<file path="config.mk">
export PLATFORM = sky130hd
export DESIGN_NAME = iter_divider
export DESIGN_NICKNAME = d
export VERILOG_FILES = /design/src/rtl/iter_divider.sv
export SDC_FILE = /design/constraint.sdc
export NUM_CORES = 1
export LEC_CHECK = 0
export ABC_AREA = 1
export ABC_CLOCK_PERIOD_IN_PS = 3600
export BUFFER_PORTS_ARGS = -buffer_cell sky130_fd_sc_hd__clkbuf_2
export CORE_MARGIN = 2
export CORE_UTILIZATION = 60
export CTS_CLUSTER_DIAMETER = 100
export CTS_CLUSTER_SIZE = 28
export DETAILED_ROUTE_END_ITERATION = 6
export PLACE_DENSITY = 0.81
export SLEW_MARGIN = 20
export SYNTH_ARGS = -nofsm -noshare
export SYNTH_HDL_FRONTEND = slang
export SYNTH_SLANG_ARGS = --single-unit
</file>
<file path="constraint.sdc">
create_clock -name clk -period 3.6 [get_ports clk]
set_input_delay 0.36 -clock clk [delete_from_list [all_inputs] [get_ports clk]]
set_output_delay 0.36 -clock clk [all_outputs]
set_load 0.02 [all_outputs]
</file>
<file path="src/rtl/iter_divider.sv">
`default_nettype none
// ============================================================================
//  Module   : iter_divider
//  Purpose  : Iterative restoring divider with UDIV/SDIV semantics, one
//             quotient bit per clock, for the execute-stage integer unit.
//  Revision : 1.0 - initial release
// ============================================================================
module iter_divider #(
    parameter int WIDTH = 32
) (
    input  logic             clk,
    input  logic             rst_n,
    input  logic             start,
    input  logic             is_signed,
    input  logic [WIDTH-1:0] dividend,
    input  logic [WIDTH-1:0] divisor,
    output logic             busy,
    output logic             done,
    output logic [WIDTH-1:0] quotient,
    output logic [WIDTH-1:0] remainder,
    output logic             div_by_zero
);

    localparam int CW = $clog2(WIDTH);

    typedef enum logic [1:0] {
        S_IDLE = 2'd0,
        S_CALC = 2'd1,
        S_FIX  = 2'd2,
        S_DONE = 2'd3
    } state_t;

    state_t           state_q;
    logic [WIDTH-1:0] rem_q;
    logic [WIDTH-1:0] quo_q;
    logic [WIDTH-1:0] dvsr_q;
    logic [CW-1:0]    count_q;
    logic             qneg_q;
    logic             rneg_q;
    logic             zero_q;
    logic             busy_q;
    logic             done_q;
    logic [WIDTH-1:0] quotient_q;
    logic [WIDTH-1:0] remainder_q;
    logic             div_by_zero_q;

    logic             dvd_neg;
    logic             dvs_neg;
    logic [WIDTH-1:0] dvd_mag;
    logic [WIDTH-1:0] dvs_mag;
    logic [WIDTH:0]   shift_d;
    logic             ge_d;
    logic [WIDTH-1:0] rem_d;
    logic [WIDTH-1:0] quo_d;
    logic [WIDTH-1:0] quo_fix_d;
    logic [WIDTH-1:0] rem_fix_d;

    assign dvd_neg = is_signed & dividend[WIDTH-1];
    assign dvs_neg = is_signed & divisor[WIDTH-1];
    assign dvd_mag = dvd_neg ? -dividend : dividend;
    assign dvs_mag = dvs_neg ? -divisor  : divisor;

    // The shifted partial remainder needs WIDTH+1 bits; after a successful
    // subtract the result is below the divisor, so WIDTH bits hold it exactly.
    assign shift_d = {rem_q, quo_q[WIDTH-1]};
    assign ge_d    = (shift_d >= {1'b0, dvsr_q});
    assign rem_d   = ge_d ? (shift_d[WIDTH-1:0] - dvsr_q) : shift_d[WIDTH-1:0];
    assign quo_d   = {quo_q[WIDTH-2:0], ge_d};

    assign quo_fix_d = qneg_q ? -quo_q : quo_q;
    assign rem_fix_d = rneg_q ? -rem_q : rem_q;

    always_ff @(posedge clk or negedge rst_n) begin
        if (!rst_n) begin
            state_q       <= S_IDLE;
            rem_q         <= '0;
            quo_q         <= '0;
            dvsr_q        <= '0;
            count_q       <= '0;
            qneg_q        <= 1'b0;
            rneg_q        <= 1'b0;
            zero_q        <= 1'b0;
            busy_q        <= 1'b0;
            done_q        <= 1'b0;
            quotient_q    <= '0;
            remainder_q   <= '0;
            div_by_zero_q <= 1'b0;
        end else begin
            done_q <= 1'b0;
            case (state_q)
                S_IDLE, S_DONE: begin
                    if (start) begin
                        busy_q <= 1'b1;
                        if (divisor == '0) begin
                            // Divide by zero reports the raw dividend as remainder.
                            rem_q   <= dividend;
                            quo_q   <= '0;
                            qneg_q  <= 1'b0;
                            rneg_q  <= 1'b0;
                            zero_q  <= 1'b1;
                            state_q <= S_FIX;
                        end else begin
                            rem_q   <= '0;
                            quo_q   <= dvd_mag;
                            dvsr_q  <= dvs_mag;
                            qneg_q  <= dvd_neg ^ dvs_neg;
                            rneg_q  <= dvd_neg;
                            zero_q  <= 1'b0;
                            count_q <= CW'(WIDTH - 1);
                            state_q <= S_CALC;
                        end
                    end else begin
                        busy_q  <= 1'b0;
                        state_q <= S_IDLE;
                    end
                end
                S_CALC: begin
                    rem_q <= rem_d;
                    quo_q <= quo_d;
                    if (count_q == '0) begin
                        state_q <= S_FIX;
                    end else begin
                        count_q <= count_q - CW'(1);
                    end
                end
                S_FIX: begin
                    quotient_q    <= quo_fix_d;
                    remainder_q   <= rem_fix_d;
                    div_by_zero_q <= zero_q;
                    done_q        <= 1'b1;
                    busy_q        <= 1'b0;
                    state_q       <= S_DONE;
                end
                default: begin
                    busy_q  <= 1'b0;
                    state_q <= S_IDLE;
                end
            endcase
        end
    end

    assign busy        = busy_q;
    assign done        = done_q;
    assign quotient    = quotient_q;
    assign remainder   = remainder_q;
    assign div_by_zero = div_by_zero_q;

endmodule
`default_nettype wire

</file>
# Word level (Yosys, flattened, before mapping)
# Cells that the tools add are included.
# totals
input_bits	68
out_inout_bits	67
ff_bits	173
elab_cells	66
# op_classes
eq_ne	7
n_addsub	6
bitwise_logic	4
n_lt_le_gt_ge	1
muxes	25
n_reduce_logical	10
# op_table
operator	n
two-way mux 32 bit	9
negator 32 bit	4
one-hot mux 32 bit (2 select lines)	2
>= comparator 33 x 32 -> 1 bit	1
logical NOT 32 bit	1
subtractor 32 bit	1
two-way mux 5 bit	3
one-hot mux 5 bit (2 select lines)	1
inequality test 2 bit (second input constant)	4
two-way mux 2 bit	3
one-hot mux 2 bit (3 select lines)	1
logical NOT 5 bit	1
two-way mux 1 bit	5
subtractor 5 x 1 -> 5 bit (second input constant)	1
== test 2 bit (second input constant)	2
AND reduction 2 bit	2
AND reduction 4 bit	1
nonzero test 2 bit	2
AND reduction 3 bit	1
bitwise AND 1 bit	2
== test 2 x 1 -> 1 bit (second input constant)	1
logical NOT 2 bit	1
one-hot mux 1 bit (2 select lines)	1
OR reduction 2 bit	1
2 further kinds	2

# Depth between registers and ports, before layout
# Gate-level depths: netlist of run 1.
# logic_depth
word_depth	5
mapped_depth	16
ltp_nobuf	16

# Worst setup path before layout of run 1
# Ideal clock, no wire load.
# synth_timing
path_kind	flip-flop to flip-flop
from	reg rem_q[26]
to	reg rem_q[0]
path_stages_with_launch	14
arrival_time_ns	1.911
period_less_slack_ns	1.988
path_slack_ns	1.612
setup_ns	0.077
required_ns	3.523
path_buffers	1
path_cell_list	dfrtp_1 ha_1 nand2_1 inv_1 nand2_1 nand2_1 a21oi_1 nand2_1 nor2_4 nand2_4 buf_6 nand2_1 nand3_1 a21oi_1
# synth_between
elab_chain_len	3
# synth_lines
element	line_no	text
start, declared	34	logic [WIDTH-1:0] rem_q;
start signal, assigned	96	rem_q <= dividend;
start signal, assigned	118	rem_q <= rem_d;
>= comparator 33 x 32 -> 1 bit	66	assign ge_d = (shift_d >= {1'b0, dvsr_q});
two-way mux 32 bit	67	assign rem_d = ge_d ? (shift_d[WIDTH-1:0] - dvsr_q) : shift_d[WIDTH-1:0];
one-hot mux 32 bit (2 select lines)	90	case (state_q)
# Every way passes these cells.
# A chain may end at the register's enable or synchronous reset.

# Final worst setup path of run 1
# layout_timing
from	reg rem_q[23]
to	reg rem_q[25]
# layout_between
elab_chain_len	3
elab_cells_between_ends	4
cone_classes	1 x add/sub; 1 x order compare; 2 x mux
# layout_lines
element	line_no
subtractor 32 bit / >= comparator 33 x 32 -> 1 bit (equally long branches)	67, 66
two-way mux 32 bit (*)	67
one-hot mux 32 bit (2 select lines) (*)	90
# Mark *: on every way between the ends. The rest lies on a longest branch, timed or not.

==> results.sh, run 1 <==
export IMPL_outcome="finished clean"
export IMPL_finClkSkew_ns=0.01673
export IMPL_worstSetupStartpointType="flip-flop"
export IMPL_cpMostUsedCell="nand2_1"
export IMPL_antenna_left=0
export IMPL_hold_class="in2reg"
export IMPL_ir_drop_uv=670.5
export IMPL_p_sw_share_pct=54.72
export IMPL_drtPass1Iterations=6
export IMPL_p_seq_share_pct=23.0
export IMPL_clockPowerShare_pct=12.1
export IMPL_period_minus_slack_ns=2.748
export IMPL_syn_to_final_growth_pct=10.63
export IMPL_drc=0
export IMPL_numCtsBuffers=17
export IMPL_synth_area_leaders="dfrtp_1 32%, nand2_1 16%, inv_1 8.3%"
export IMPL_slew_headroom_pct=34.42
export IMPL_fin_setup_tns_ns=0
export IMPL_clkLatencyLatePin_ns=0.45
export IMPL_critical_path_buf_inv_count=0
export IMPL_grt_antenna_before_repair=0
export IMPL_worstPathMaxFanout=33
export IMPL_hold_ws_ns=0.2054
export IMPL_die_area_um2=23900
export IMPL_cts_tree="yes"
export IMPL_clkSinkCount=173
export IMPL_ys_seq_area_share_pct=31.82
export IMPL_synth_top_area_share_pct=31.82
export IMPL_worstHoldPathCells=2
export IMPL_clockRootBuffer="clkbuf_16"
export IMPL_grt_usage_pct=35.99
export IMPL_vias=13950
export IMPL_dp_slack_ns=0.9043
export IMPL_cp_required_ns=3.95
export IMPL_rsz0062_at_grt="false"
export IMPL_slew_violations=0
export IMPL_place_detailed_hpwl_um=33280
export IMPL_drive_gt1_share_pct=10.35
export IMPL_finalHoldViolCount=0
export IMPL_combPwrFrac_pct=64.9
export IMPL_vias_per_cell=5.584
export IMPL_cp_data_arrival_time_ns=3.10
export IMPL_core_area_um2=22430
export IMPL_critPathKind="reg2reg"
export IMPL_worstPathCellList="ha_1, nand2_1, nor2_1, nand2_1, nor4_4, nand2_4, nand2_4, nand2_4, nand2_1, nand2_1, a21oi_1"
export IMPL_start_util_pct=60.64
export IMPL_leakage_uw=0.007969
export IMPL_gr_total_overflow=0
export IMPL_ys_seq_elements=173
export IMPL_synthCells=2102
export IMPL_utilization_pct=67.09
export IMPL_avgSynthCellArea_um2=6.472
export IMPL_first_global_vias=12790
export IMPL_synthDistinctLibCells=43
export IMPL_pwr_density_cell_nw_per_um2=1138
export IMPL_max_freq_mhz=363.9
export IMPL_layout_cells_non_filler=2498
export IMPL_rr_worst_depth=11
export IMPL_min_period_over_period_pct=76.34
export IMPL_yosysWarnings=0
export IMPL_diodes=0
export IMPL_netSwitchingPower_uw=9368
export IMPL_grt_max_degree=79
export IMPL_wirelength_um=42430
export IMPL_clkSlewWorstSetupHoldPaths_ns=0.07
export IMPL_drtIter0Drc=1536
export IMPL_cp_top_family="simple AND/OR/NAND/NOR gates"
export IMPL_r2r_setup_slack_ns=0.85
export IMPL_syn_nets=2212
export IMPL_syn_cell_area_um2=13600
export IMPL_rows=55
export IMPL_timing_final_ws_setup_ns=0.8519
export IMPL_cts_max_level=4
export IMPL_clk_path_buf_depth=2
export IMPL_max_stage_delay_ns=0.50
export IMPL_wire_per_inst_um=16.98
export IMPL_die_w_um=154.6
export IMPL_final_nets=2311
export IMPL_cp_depth=11
export IMPL_placedCellCount=2466
export IMPL_setup_viol=0
export IMPL_port_buffers=134
export IMPL_yosysTopAreaCell="dfrtp_1"
export IMPL_tightestPinTransition_ns=0.9837
export IMPL_grt_pass1_wl_um=67750
export IMPL_gp_congestion=1.019
export IMPL_die_h_um=154.6
export IMPL_crit_path_top_delay_cell="dfrtp_1"
export IMPL_io_pins=135
export IMPL_cap_viol_max_count=0
export IMPL_p_int_uw=7753
export IMPL_endpoint_kind="flip-flop"
[cell families after synthesis]
group	synth area share [%]
muxes	0.07358
adders and majority gates	3.918
DFF	31.82
xor gates and xnor gates	6.760
AOI/OAI and AO/OA	11.30
and+or+nand+nor	35.01
buffers and inverters	11.11
[per-layer routing]
layer	up-vias	share of wire [%]	track usage, %
li1	6841	-	-
met1	6311	45	53.34
met2	715	41	53.19
met3	81	10	5.996
met4	0	3.4	12.74
met5	-	0	0
[power groups by stage]
| stage | combinational (µW) | clock [µW] | sequential (µW) |
|---|---|---|---|
| after floorplan | 7660 | 0 | 4070 |
| after global placement | 10700 | 0 | 3870 |
| after detailed placement | 10800 | 0 | 3930 |
| after CTS | 10900 | 2080 | 3900 |
| after global routing | 12400 | 2160 | 4050 |
| final | 11100 | 2070 | 3940 |
[cell usage in the layout, fill, tap and decap left out, types with 6 or more instances in the layout]
master | synthesis | routed
nand2_1 | 585 | 585
inv_1 | 302 | 302
nor2_1 | 250 | 250
nand3_1 | 173 | 173
dfrtp_1 | 173 | 173
clkbuf_2 | 0 | 133
o21ai_0 | 114 | 114
a21oi_1 | 106 | 106
xor2_1 | 79 | 79
ha_1 | 41 | 40
xnor2_1 | 26 | 26
nand4_1 | 24 | 24
a22oi_1 | 24 | 24
nor3_1 | 23 | 23
a31oi_1 | 18 | 18
clkbuf_16 | 0 | 17
nand2_2 | 13 | 13
inv_2 | 10 | 10
nand3b_1 | 10 | 10
buf_4 | 2 | 10
o21ai_1 | 7 | 7
and2_1 | 7 | 7
o31ai_1 | 6 | 6
[state kept, by name, summed over array words and instances, names as in the netlist, 2 cells and up]
register	flops
dvsr_q	32
remainder	32
quotient	32
quo_q	32
count_q	5
state_q	2
rem_q	32
[path summary, 6_finish.rpt]
check | start | end
max in group asynchronous | rst_n | rem_q[28]$_DFFE_PN0P_
worst max-delay path | rem_q[23]$_DFFE_PN0P_ | rem_q[25]$_DFFE_PN0P_
worst max register to register | rem_q[23]$_DFFE_PN0P_ | rem_q[25]$_DFFE_PN0P_
worst min register to register | remainder[29]$_DFFE_PN0P_ | remainder[29]$_DFFE_PN0P_
min in group asynchronous | rst_n | remainder[4]$_DFFE_PN0P_
worst min-delay path | divisor[31] | qneg_q$_DFFE_PN0P_
[timing repair]
item	in CTS	in global routing
resized for setup	0	0
setup endpoints to repair	0	0
buffers inserted	0	0
hold endpoints to repair	68	0
hold buffers	1	0
[through the flow]
step	instance area [µm²]	power (µW)
final	15050	17120
after global routing	15050	18620
after CTS	15050	16890
after detailed placement	14410	14760
after global placement	14410	14610
after floorplan	13600	11740
[Yosys cell counts]
master      n
inv_1     302
ha_1       41
nor2_4      5
clkinv_1    3
and2_1      7
a21oi_1   106
nand3b_1   10
nand3_4     1
buf_4       2
clkbuf_1   43
nor2_1    250
o21ai_2     1
nand4_1    24
nor3_2      3
xor2_1     79
o21bai_1    1
mux2i_1     1
o31ai_1     6
nor4_4      1
nand2_4     4
buf_6       8
nor3_1     23
a31oi_1    18
fa_1        1
nand2_1   585
inv_2      10
a22oi_1    24
dfrtp_1   173
a21oi_2     2
or3_1       1
xnor2_1    26
o21ai_1     7
nor4_1      4
o21ai_0   114
nor2b_1     1
o211ai_1    4
buf_1       2
nand3_2     4
or2_2       5
nand3_1   173
nand2_2    13
nor2_2      3
buf_2      11
[area by class of cell]
cell class | count | area, µm²
clock buffers | 18 | 429.2
inverters | 315 | 1184
fillers | 2116 | 7383
flip-flops and latches | 173 | 4329
repair buffers | 146 | 782.0
multi-input cells | 1548 | 7766
clock inverters | 13 | 203.9
well taps | 285 | 356.6
No activity file was read; power rests on OpenSTA's default activity.
==> inputs of run 2 (changes only) <==
--- a/config.mk
+++ b/config.mk
@@ -6,14 +6,14 @@
 export NUM_CORES = 1
 export LEC_CHECK = 0
 export ABC_AREA = 1
-export ABC_CLOCK_PERIOD_IN_PS = 3600
+export ABC_CLOCK_PERIOD_IN_PS = 2500
 export BUFFER_PORTS_ARGS = -buffer_cell sky130_fd_sc_hd__clkbuf_2
 export CORE_MARGIN = 2
-export CORE_UTILIZATION = 60
+export CORE_UTILIZATION = 55
 export CTS_CLUSTER_DIAMETER = 100
 export CTS_CLUSTER_SIZE = 28
 export DETAILED_ROUTE_END_ITERATION = 6
-export PLACE_DENSITY = 0.81
+export PLACE_DENSITY = 0.78
 export SLEW_MARGIN = 20
 export SYNTH_ARGS = -nofsm -noshare
 export SYNTH_HDL_FRONTEND = slang
==> constraint.sdc (replaced) <==
create_clock -name clk -period 2.5 [get_ports clk]
set_input_delay 0.25 -clock clk [delete_from_list [all_inputs] [get_ports clk]]
set_output_delay 0.25 -clock clk [all_outputs]
set_load 0.02 [all_outputs]
==> results.sh, run 2 (synthesized netlist as in run 1, its figures left out) <==
export IMPL_drtIter0Drc=1632
export IMPL_diodes=0
export IMPL_rows=57
export IMPL_grt_max_degree=98
export IMPL_drtPass1Iterations=7
export IMPL_cts_max_level=4
export IMPL_pwr_density_cell_nw_per_um2=1630
export IMPL_final_common_cell="nand2_1"
export IMPL_syn_to_final_growth_pct=14.84
export IMPL_cts_tree="yes"
export IMPL_slew_violations=0
export IMPL_gp_congestion=1.013
export IMPL_setup_viol=0
export IMPL_endpoint_kind="flip-flop"
export IMPL_power_uw=25470
export IMPL_worstSetupStartpointType="flip-flop"
export IMPL_numCtsBuffers=17
export IMPL_grt_antenna_before_repair=0
export IMPL_max_freq_mhz=423.8
export IMPL_first_global_vias=13090
export IMPL_slew_headroom_pct=51.58
export IMPL_grt_usage_pct=33.68
export IMPL_antenna_left=0
export IMPL_clk_path_buf_depth=2
export IMPL_rsz0062_at_grt="false"
export IMPL_vias_per_cell=5.497
export IMPL_clkLatencyLatePin_ns=0.45
export IMPL_place_detailed_hpwl_um=34580
export IMPL_ir_drop_uv=1170
export IMPL_cp_data_arrival_time_ns=2.68
export IMPL_leakage_uw=0.008257
export IMPL_die_w_um=161.3
export IMPL_finClkSkew_ns=0.01778
export IMPL_clkSinkCount=173
export IMPL_period_minus_slack_ns=2.360
export IMPL_wirelength_um=43130
export IMPL_worstPathMaxFanout=18
export IMPL_critPathKind="reg2reg"
export IMPL_gr_total_overflow=0
export IMPL_tightestPinTransition_ns=0.7254
export IMPL_hold_class="in2reg"
export IMPL_io_pins=135
export IMPL_fin_setup_tns_ns=0
export IMPL_clockPowerShare_pct=11.4
export IMPL_outcome="finished with violations"
export IMPL_layout_common_cells="584 x nand2_1, 302 x inv_1, 247 x nor2_1, 173 x nand3_1, 171 x dfrtp_1"
export IMPL_die_h_um=161.3
export IMPL_vias=14230
export IMPL_die_area_um2=26010
export IMPL_port_buffers=134
export IMPL_clockRootBuffer="clkbuf_16"
export IMPL_drive_gt1_share_pct=12.90
export IMPL_clkSlewWorstSetupHoldPaths_ns=0.08
export IMPL_p_int_uw=11650
export IMPL_grt_pass1_wl_um=69070
export IMPL_combPwrFrac_pct=67.1
export IMPL_min_period_over_period_pct=94.39
export IMPL_cap_viol_max_count=0
export IMPL_start_util_pct=55.94
export IMPL_violations="design-rule violations"
export IMPL_p_sw_share_pct=54.26
export IMPL_final_nets=2361
export IMPL_wire_per_inst_um=16.66
export IMPL_finalHoldViolCount=0
export IMPL_netSwitchingPower_uw=13820
export IMPL_cp_required_ns=2.82
export IMPL_p_seq_share_pct=21.5
export IMPL_core_area_um2=24320
export IMPL_drc=12
[run 2: layout make-up]
class                           instances  area (µm²)
Clock buffer                           18       439.2
Clock inverter                         14       193.9
Fill cell                            2293        8696
Inverter                              315        1182
Multi-Input combinational cell       1548        7810
Sequential cell                       173        4332
Tap cell                              324       405.4
Timing Repair Buffer                  196        1261
[run 2: worst paths after layout]
check,startpoint,end,slack [ns],depth (start not counted)
max,rem_q[27]$_DFFE_PN0P_,rem_q[13]$_DFFE_PN0P_,0.14,12
min,divisor[31],qneg_q$_DFFE_PN0P_,0.09,2
max reg2reg,rem_q[27]$_DFFE_PN0P_,rem_q[13]$_DFFE_PN0P_,0.14,12
min reg2reg,quotient[4]$_DFFE_PN0P_,quotient[4]$_DFFE_PN0P_,0.48,2
max in group asynchronous,rst_n,quo_q[27]$_DFFE_PN0P_,1.49,3
min in group asynchronous,rst_n,dvsr_q[3]$_DFFE_PN0P_,0.34,2
[run 2: power by group through the flow]
stage                     clock network, µW  registers [µW]  logic [µW]
after CTS                              2940            5410       16700
final                                  2910            5480       17100
after detailed placement                  0            5460       16600
after global routing                   3050            5610       19100
after floorplan                           0            5870       11000
after global placement                    0            5390       16400
[run 2: layer usage]
metal	global-route usage [%]	part of all wire, %	vias to the layer above
met5	0	0	-
met4	11.00	2.9	0
met3	6.343	10	75
met2	49.53	42	727
met1	50.00	45	6458
li1	-	-	6965
[run 2: through the flow]
stage / util (%) / cells / setup WS, ns / area [µm²] / hold slack (ns)
4_1_cts: 64.01 / 2587 / 0.04468 / 15570 / 0.07814
5_1_grt: 64.24 / 2588 / 0.003480 / 15620 / 0.1001
6_report: 64.24 / 2588 / 0.1402 / 15620 / 0.09248
3_3_place_gp: 61.36 / 2554 / 0.1403 / 14920 / 0.2465
2_1_floorplan: - / 2102 / 0.5117 / 13600 / -0.04559
3_5_place_dp: 61.36 / 2554 / 0.1275 / 14920 / 0.2483
[run 2: what timing repair did]
action,in CTS,in global routing
setup endpoints to repair,0,30
buffers inserted,0,1
resized for setup,0,12
endpoints found under the hold margin,50,0
hold buffers,1,0
[run 2: critical path, cell delays in order, from the launching register on]
cell and delay (ns):
dfrtp_1 0.39, ha_1 0.40, nand2_1 0.16, inv_1 0.05, nand2_1 0.06, nand2_1 0.07
a21oi_1 0.20, nand2_1 0.15, nor2_4 0.21, buf_4 0.26, nand3_1 0.12, nand3_1 0.10
a21oi_1 0.07
